[config.mk]
export PLATFORM = sky130hd
export DESIGN_NAME = pc_sequencer
export DESIGN_NICKNAME = d
export VERILOG_FILES = /design/src/rtl/pa_risc_pkg.sv /design/src/rtl/nullify_logic.sv /design/src/rtl/pc_sequencer.sv
export SDC_FILE = /design/constraint.sdc
export NUM_CORES = 1
export LEC_CHECK = 0
export BUFFER_PORTS_ARGS = -buffer_cell sky130_fd_sc_hd__buf_2
export CORE_AREA = 3 3 107 78
export DETAILED_ROUTE_END_ITERATION = 6
export DIE_AREA = 0 0 110 81
export GPL_TIMING_DRIVEN = 1
export PLACE_DENSITY = 0.71
export SLEW_MARGIN = 20
export SYNTH_ARGS = -nofsm -noshare
export SYNTH_HDL_FRONTEND = slang
export SYNTH_SLANG_ARGS = --single-unit
[constraint.sdc]
create_clock -name clk -period 2.59 [get_ports clk]
set_clock_uncertainty 0.05 [all_clocks]
set_input_delay 0.518 -clock clk [delete_from_list [all_inputs] [get_ports clk]]
set_output_delay 0.518 -clock clk [all_outputs]
set_load 0.02 [all_outputs]
[src/rtl/pa_risc_pkg.sv]
// Shared PA-RISC front-end definitions: sequencer state encoding, address width
// and reset defaults, instruction size.
package pa_risc_pkg;

  localparam int          DEFAULT_PC_W     = 32;
  localparam int          INSN_BYTES       = 4;
  localparam logic [31:0] DEFAULT_RESET_PC = 32'h0000_0000;

  typedef enum logic [1:0] {
    BOOT = 2'd0,
    RUN  = 2'd1,
    NULL = 2'd2
  } state_e;

endpackage

[src/rtl/nullify_logic.sv]
// Delay-slot nullify decision for a resolving branch. Unconditional branches
// nullify on N alone; conditional ones on forward-taken or backward-not-taken.
module nullify_logic (
  input  logic uncond,
  input  logic n_bit,
  input  logic j,
  input  logic backward,
  output logic nullify
);

  assign nullify = uncond ? n_bit
                          : (n_bit & ((j & ~backward) | (~j & backward)));

endmodule

[src/rtl/pc_sequencer.sv]
// IAOQ front/back sequencer with delayed-branch redirect and delay-slot nullify.
// Optional macro PC_SEQ_PERF_COUNTERS_EN adds saturating TAKEN_CNT / NULL_CNT.
module pc_sequencer
  import pa_risc_pkg::*;
#(
  parameter int              PC_W     = DEFAULT_PC_W,
  parameter logic [PC_W-1:0] RESET_PC = PC_W'(DEFAULT_RESET_PC)
) (
  input  logic            clk,
  input  logic            reset,
  input  logic            STALL,
  input  logic            BR_VALID,
  input  logic            J,
  input  logic [PC_W-1:0] TA,
  input  logic            N_BIT,
  input  logic            BACKWARD,
  input  logic            UNCOND,
  output logic [PC_W-1:0] PC,
  output logic [PC_W-1:0] NPC,
  output logic            FETCH_VALID,
  output logic            NULLIFY
`ifdef PC_SEQ_PERF_COUNTERS_EN
  ,
  output logic [31:0]     TAKEN_CNT,
  output logic [31:0]     NULL_CNT
`endif
);

  state_e          state_q, state_d;
  logic [PC_W-1:0] pc_q, pc_d;
  logic [PC_W-1:0] npc_q, npc_d;
  logic            br_nullify;
  logic            advance;
  logic            taken;

  nullify_logic u_nullify_logic (
    .uncond   (UNCOND),
    .n_bit    (N_BIT),
    .j        (J),
    .backward (BACKWARD),
    .nullify  (br_nullify)
  );

  // BOOT swallows its single unstalled edge, so a branch there never redirects.
  assign advance = ~STALL & (state_q != BOOT);
  assign taken   = advance & BR_VALID & J;

  always_comb begin
    // NOTE: every signal gets a default first so no path through the case
    // leaves one unassigned, which would infer a latch.
    state_d = state_q;
    pc_d    = pc_q;
    npc_d   = npc_q;
    if (!STALL) begin
      if (state_q == BOOT) begin
        state_d = RUN;
      end else begin
        pc_d    = npc_q;
        npc_d   = taken ? {TA[PC_W-1:2], 2'b00} : npc_q + PC_W'(INSN_BYTES);
        state_d = (BR_VALID && br_nullify) ? NULL : RUN;
      end
    end
  end

  // NOTE: sequential state uses non-blocking assignments so every register
  // samples the pre-edge values regardless of statement order.
  always_ff @(posedge clk or posedge reset) begin
    if (reset) begin
      state_q <= BOOT;
      pc_q    <= RESET_PC;
      npc_q   <= RESET_PC + PC_W'(INSN_BYTES);
    end else begin
      state_q <= state_d;
      pc_q    <= pc_d;
      npc_q   <= npc_d;
    end
  end

  assign PC          = pc_q;
  assign NPC         = npc_q;
  assign FETCH_VALID = (state_q != BOOT);
  assign NULLIFY     = (state_q == NULL);

`ifdef PC_SEQ_PERF_COUNTERS_EN
  logic [31:0] taken_cnt_q;
  logic [31:0] null_cnt_q;
  logic        null_entry;

  assign null_entry = advance & (state_d == NULL);

  always_ff @(posedge clk or posedge reset) begin
    if (reset) begin
      taken_cnt_q <= '0;
      null_cnt_q  <= '0;
    end else begin
      if (taken && (taken_cnt_q != 32'hFFFF_FFFF))
        taken_cnt_q <= taken_cnt_q + 32'd1;
      if (null_entry && (null_cnt_q != 32'hFFFF_FFFF))
        null_cnt_q <= null_cnt_q + 32'd1;
    end
  end

  assign TAKEN_CNT = taken_cnt_q;
  assign NULL_CNT  = null_cnt_q;
`endif

endmodule

==> results of run 1 <==
==> layout make-up <==
class | count | share of cell area (%)
clock buffer | 12 | 3.97
clock inverter | 3 | 1.02
inverter | 3 | 0.270
multi-input combinational | 310 | 39.3
sequential | 62 | 37.3
tap | 98 | 2.94
timing repair buffer | 116 | 15.3
==> per-stage QoR <==
stage | setup slack [ns] | hold slack (ns) | instances | total power [mW]
after floorplan | 0.331 | 0.454 | 408 | 2.09
after global placement | 0.385 | 0.403 | 589 | 2.46
after global routing | 0.249 | 0.211 | 604 | 3.60
final | 0.339 | 0.173 | 604 | 3.37
after CTS | 0.336 | 0.191 | 604 | 3.39
after detailed placement | 0.361 | 0.408 | 589 | 2.50
==> cell families (layout without fill, tap and decap cells) <==
kind of cell / Yosys count / in the layout
AND/OR/NAND/NOR: 233 / 233
buffers and inverters: 36 / 134
XOR/XNOR: 2 / 2
adder cells (fa/ha/maj): 1 / 1
AO/OA/AOI/OAI: 70 / 70
flip-flops: 62 / 62
other: 1 / 4
==> power by group through the flow <==
stage	Clock, mW	Combinational, mW	Sequential (mW)
3_5_place_dp	0	1.08	1.42
6_report	0.892	1.07	1.41
4_1_cts	0.905	1.08	1.40
2_1_floorplan	0	0.461	1.63
3_3_place_gp	0	1.05	1.41
5_1_grt	0.963	1.19	1.45
==> flip-flops by register name (all words and copies together) (netlist names) <==
name     count
NPC         30
state_q      2
PC          30
==> final timing paths <==
check,end,start,cells past startpoint,slack (ns)
hold / removal,PC[14]$_DFFE_PP0N_,reset,2,0.17
hold reg to reg,PC[5]$_DFFE_PP0N_,PC[5]$_DFFE_PP0N_,2,0.42
setup / recovery,NPC[21]$_DFFE_PP0N_,NPC[2]$_DFFE_PP1N_,4,0.34
setup reg to reg,NPC[21]$_DFFE_PP0N_,NPC[2]$_DFFE_PP1N_,4,0.34
min in group clk,state_q[0]$_DFFE_PP0N_,STALL,2,0.33
max in group asynchronous,NPC[2]$_DFFE_PP1N_,reset,3,1.66
==> Yosys cell counts (2+ instances only) <==
master	instances	area share (%)
or4_1	5	1.1
buf_1	3	0.34
o21ai_0	16	2.4
nand2_1	120	14
o31ai_1	2	0.45
o211ai_1	4	0.90
nand4_1	13	2.4
and3_1	12	2.3
nor4_1	8	1.5
a21oi_1	19	2.9
o311ai_0	2	0.53
and2_1	6	1.1
or2_2	2	0.38
clkbuf_1	22	2.5
nor3_1	13	2.0
inv_1	3	0.34
and4_1	3	0.79
a31oi_1	4	0.75
a31o_2	2	0.53
nand3_1	21	3.2
dfrtp_1	61	46
or3_1	8	1.5
nor2_1	12	1.4
buf_4	6	1.4
nor2b_1	2	0.38
a311oi_1	5	1.3
==> worst max-delay path, cell delays in order, from the launching register on <==
cell	delay, ns
dfstp_2	0.61
nand3_2	0.13
or4_4	0.61
o311a_1	0.37
or3_1	0.36
==> layer usage <==
metal	part of all wire (%)	up-vias	wire length (um)
met5	0	-	0
met4	0.73	0	71
met3	10	12	974
met2	44	160	4300
met1	45	1596	4410
li1	-	1622	-
==> results.py, run 1 <==
metrics = {
    "route": {
        "wl_per_cell_um": 16.2,
        "drt-total-wl_um": 9760,
        "dr.pass1.iters": 5,
        "drc_errors": 0,
        "via_count": 3390,
        "vias_per_cell": 5.61,
        "drt-initial-drc-count": 276,
        "antenna_left": 0,
    },
    "synthesis": {
        "synth-xor-area-share_pct": 0.526,
        "ys_warn_count": 0,
        "ys_seq_area_share_pct": 46.6,
        "ys_types": 57,
        "syn_area_per_cell_sq_um": 8.23,
        "ys_ff_latch": 62,
        "syn_inst": 405,
        "synth-edff-count": 0,
        "synth_ff_type": "dfrtp_1",
        "synth-simple-area-share_pct": 33.4,
        "synth_top_family_by_area": "simple AND/OR/NAND/NOR gates",
        "synthMuxAreaShare_pct": 0,
        "synthAdderAreaFrac_pct": 0.376,
        "async_flop_share_pct": 100,
        "synth_compound_area_share_pct": 14.0,
        "syn_area_sq_um": 3330,
    },
    "global_route": {
        "use_met3_pct": 6.51,
        "grt_use_met1_pct": 33.7,
        "grt_start_max_net_pins": 38,
        "grt_pass1_wl_um": 15900,
        "first_global_vias": 3116,
        "use_met2_pct": 34.3,
        "grtUsageTotal_pct": 23.3,
        "grt-ovfl-total": 0,
        "busiest_layer": "met2",
        "antenna_found_initial": 0,
    },
    "sta": {
        "hold_viol": 0,
        "tns_ns": 0,
        "min_period_over_period_pct": 86.9,
        "slew_headroom_pct": 53.7,
        "worst_pin_slew_ns": 0.695,
        "slew_viol_final": 0,
        "rsz0062_at_grt": "false",
        "fmaxAchievable_ghz": 0.444,
        "setup_viol": 0,
        "period_minus_slack_ns": 2.25,
    },
    "clock_tree": {
        "clkLatencyLatePin_ns": 0.35,
        "clock-sinks": 62,
        "post_cts_resized": 0,
        "hold_buffers": 0,
        "cts_tree": "done",
        "max-clock-path-buffers": 2,
        "root_buffer": "clkbuf_8",
        "htreeDepth": 3,
        "clk_pin_slew_ns": 0.07,
        "cts_buffers": 9,
        "post_cts_buffers": 0,
    },
    "placement": {
        "place_congestion": 0.831,
        "placed_area_sq_um": 3960,
        "dp.final_hpwl_um": 7000,
        "portBuffers": 99,
    },
    "power_and_ir_drop": {
        "p_int_mw": 2.07,
        "irDropWorstVdd_mv": 0.376,
        "switching_share_pct": 38.5,
        "clkPwrFrac_pct": 26.4,
        "powerDensity_nw_per_um2": 810,
        "p_comb_share_pct": 31.9,
        "p_leak_nw": 2.02,
        "seqPwrFrac_pct": 41.7,
        "switchingPower_mw": 1.30,
    },
    "final_layout": {
        "postLayoutCoreUtil_pct": 56.9,
        "insertedDiodeCount": 0,
        "final_common_cell": "nand2_1",
        "multi_input_area_sq_um": 1640,
        "seq_area_sq_um": 1550,
        "final_area_sq_um": 4170,
        "drive_above_1_share_pct": 28.5,
        "final_cell_mix": "nand2_1, buf_2, dfrtp_1, nand3_1, a21oi_1",
        "area_delta_synth_final_pct": 25.0,
        "nFillCells": 709,
        "final_nets": 543,
    },
    "status": {
        "status": "finished clean",
    },
    "setup_path": {
        "cp.required_ns": 2.76,
        "worstSetupPathType": "reg -> reg",
        "worstPathMaxFanout": 8,
        "crit_path_start_kind": "flop",
        "arrival_ns": 2.42,
        "crit_path_end_kind": "flop",
    },
    "floorplan": {
        "fp.dieW_um": 110,
        "rows": 26,
        "core_sq_um": 7320,
        "io_pins": 106,
        "dieArea_sq_um": 8910,
        "initial_core_util_pct": 45.5,
        "die_h_um": 81,
    },
    "min_path": {
        "hp-class": "in -> async",
    },
    "flow_run": {
        "drv_cap": 0,
    },
}
Note: power is estimated with default switching activity, not from simulation.
==> run 2: changes to the inputs <==
Settings changed: PLACE_DENSITY 0.71 to unset, PLACE_DENSITY_LB_ADDON set to 0.15.
==> results.py, run 2 (synthesis results as in run 1) <==
metrics = {
    "floorplan": {
        "dieArea_sq_um": 8910,
        "io_pins": 106,
        "rows": 26,
        "die_h_um": 81,
        "core_sq_um": 7320,
        "fp.dieW_um": 110,
        "initial_core_util_pct": 45.5,
    },
    "power_and_ir_drop": {
        "p_leak_nw": 2.02,
        "powerDensity_nw_per_um2": 822,
        "irDropWorstVdd_mv": 0.319,
    },
    "sta": {
        "min_period_over_period_pct": 86.4,
        "slew_headroom_pct": 43.3,
        "period_minus_slack_ns": 2.24,
        "finalWorstSetupSlack_ns": 0.351,
        "hold_viol": 0,
        "holdWs_ns": 0.184,
        "slew_viol_final": 0,
        "worst_pin_slew_ns": 0.847,
        "tns_ns": 0,
        "rsz0062_at_grt": "false",
        "fmaxAchievable_ghz": 0.447,
        "setup_viol": 0,
    },
    "setup_path": {
        "rr_worst_depth": 4,
        "path_cells": "nand3_2, or4_4, o311a_1, or3_1",
        "cp.required_ns": 2.77,
        "cp_slowest_cell": "dfstp_2",
        "worstPathMaxFanout": 8,
        "worst-path-buf-inv": 0,
        "arrival_ns": 2.42,
        "worstSetupPathType": "reg -> reg",
        "crit_path_end_kind": "flop",
        "slowest_delay_ns": 0.62,
        "crit_path_start_kind": "flop",
        "worstReg2RegEnd": "NPC[21]$_DFFE_PP0N_",
        "r2r_start": "NPC[2]$_DFFE_PP1N_",
        "crit_family": "simple AND/OR/NAND/NOR gates",
        "rrSetupSlack_ns": 0.35,
    },
    "clock_tree": {
        "clock-sinks": 62,
        "root_buffer": "clkbuf_8",
        "cts_tree": "done",
        "clk_pin_slew_ns": 0.07,
        "clkLatencyLatePin_ns": 0.34,
        "post_cts_resized": 0,
        "post_cts_buffers": 0,
        "hold_buffers": 0,
        "htreeDepth": 3,
        "max-clock-path-buffers": 2,
        "cts_buffers": 9,
    },
    "final_layout": {
        "final_cell_mix": "nand2_1, buf_2, dfrtp_1, nand3_1, a21oi_1",
        "seq_area_sq_um": 1550,
        "nFillCells": 701,
        "final_common_cell": "nand2_1",
        "multi_input_area_sq_um": 1640,
        "final_area_sq_um": 4180,
        "final_nets": 543,
        "layoutNonFillerInstCount": 605,
        "insertedDiodeCount": 0,
        "drive_above_1_share_pct": 28.2,
        "area_delta_synth_final_pct": 25.6,
    },
    "global_route": {
        "first_global_vias": 3135,
        "grt-ovfl-total": 0,
        "grt_pass1_wl_um": 15800,
        "antenna_found_initial": 0,
        "grtUsageTotal_pct": 23.0,
        "grt_start_max_net_pins": 63,
    },
    "placement": {
        "placed_area_sq_um": 3960,
        "pre_cts_slack_ns": 0.351,
        "portBuffers": 99,
        "dp.final_hpwl_um": 6840,
        "dp_cells": 589,
        "place_congestion": 0.846,
    },
    "min_path": {
        "hp-class": "in -> async",
    },
    "route": {
        "drt-total-wl_um": 9660,
        "drc_errors": 0,
        "dr.pass1.iters": 5,
        "drt-initial-drc-count": 232,
        "antenna_left": 0,
        "wl_per_cell_um": 16.0,
        "vias_per_cell": 5.56,
        "via_count": 3363,
    },
    "status": {
        "status": "finished clean",
    },
    "flow_run": {
        "drv_cap": 0,
    },
}
[run 2: worst max path at each step]
stage,from,to,slack (ns),cells past startpoint
2_1_floorplan,NPC[2]$_DFFE_PP1N_,NPC[21]$_DFFE_PP0N_,0.33,5
3_3_place_gp,NPC[2]$_DFFE_PP1N_,NPC[21]$_DFFE_PP0N_,0.38,4
3_5_place_dp,NPC[2]$_DFFE_PP1N_,NPC[21]$_DFFE_PP0N_,0.35,4
4_1_cts,NPC[2]$_DFFE_PP1N_,NPC[21]$_DFFE_PP0N_,0.34,4
5_1_grt,NPC[2]$_DFFE_PP1N_,NPC[21]$_DFFE_PP0N_,0.26,4
6_report,NPC[2]$_DFFE_PP1N_,NPC[21]$_DFFE_PP0N_,0.35,4
[run 2: area by class of cell]
| cell class | count | share of cell area (%) |
|---|---|---|
| repair buffers | 116 | 15.2 |
| flip-flops and latches | 62 | 37.1 |
| multi-input cells | 310 | 39.1 |
| clock inverters | 3 | 1.61 |
| inverters | 3 | 0.269 |
| well taps | 98 | 2.93 |
| clock buffers | 13 | 3.80 |
[run 2: per-stage QoR]
step | total power [mW] | util, %
after detailed placement | 2.48 | 54.1
after global placement | 2.45 | 54.1
final | 3.44 | 57.2
after CTS | 3.47 | 57.2
after floorplan | 2.09 | -
after global routing | 3.66 | 57.2
[run 2: worst reg2reg max path, stage by stage (launching register included)]
cell,delay [ns]
dfstp_2,0.62
nand3_2,0.13
or4_4,0.60
o311a_1,0.37
or3_1,0.36
[run 2: power breakdown]
group	internal, mW	switching [mW]
clock	0.596	0.387
sequential	1.18	0.248
combinational	0.368	0.664
total	2.14	1.30
[run 2: per-layer routing]
metal	part of all wire, %	GRT usage, %	vias up
met5	0	0	-
met4	1.2	7.35	0
met3	7.2	5.32	8
met2	44	34.7	129
met1	47	32.5	1601
li1	-	-	1625
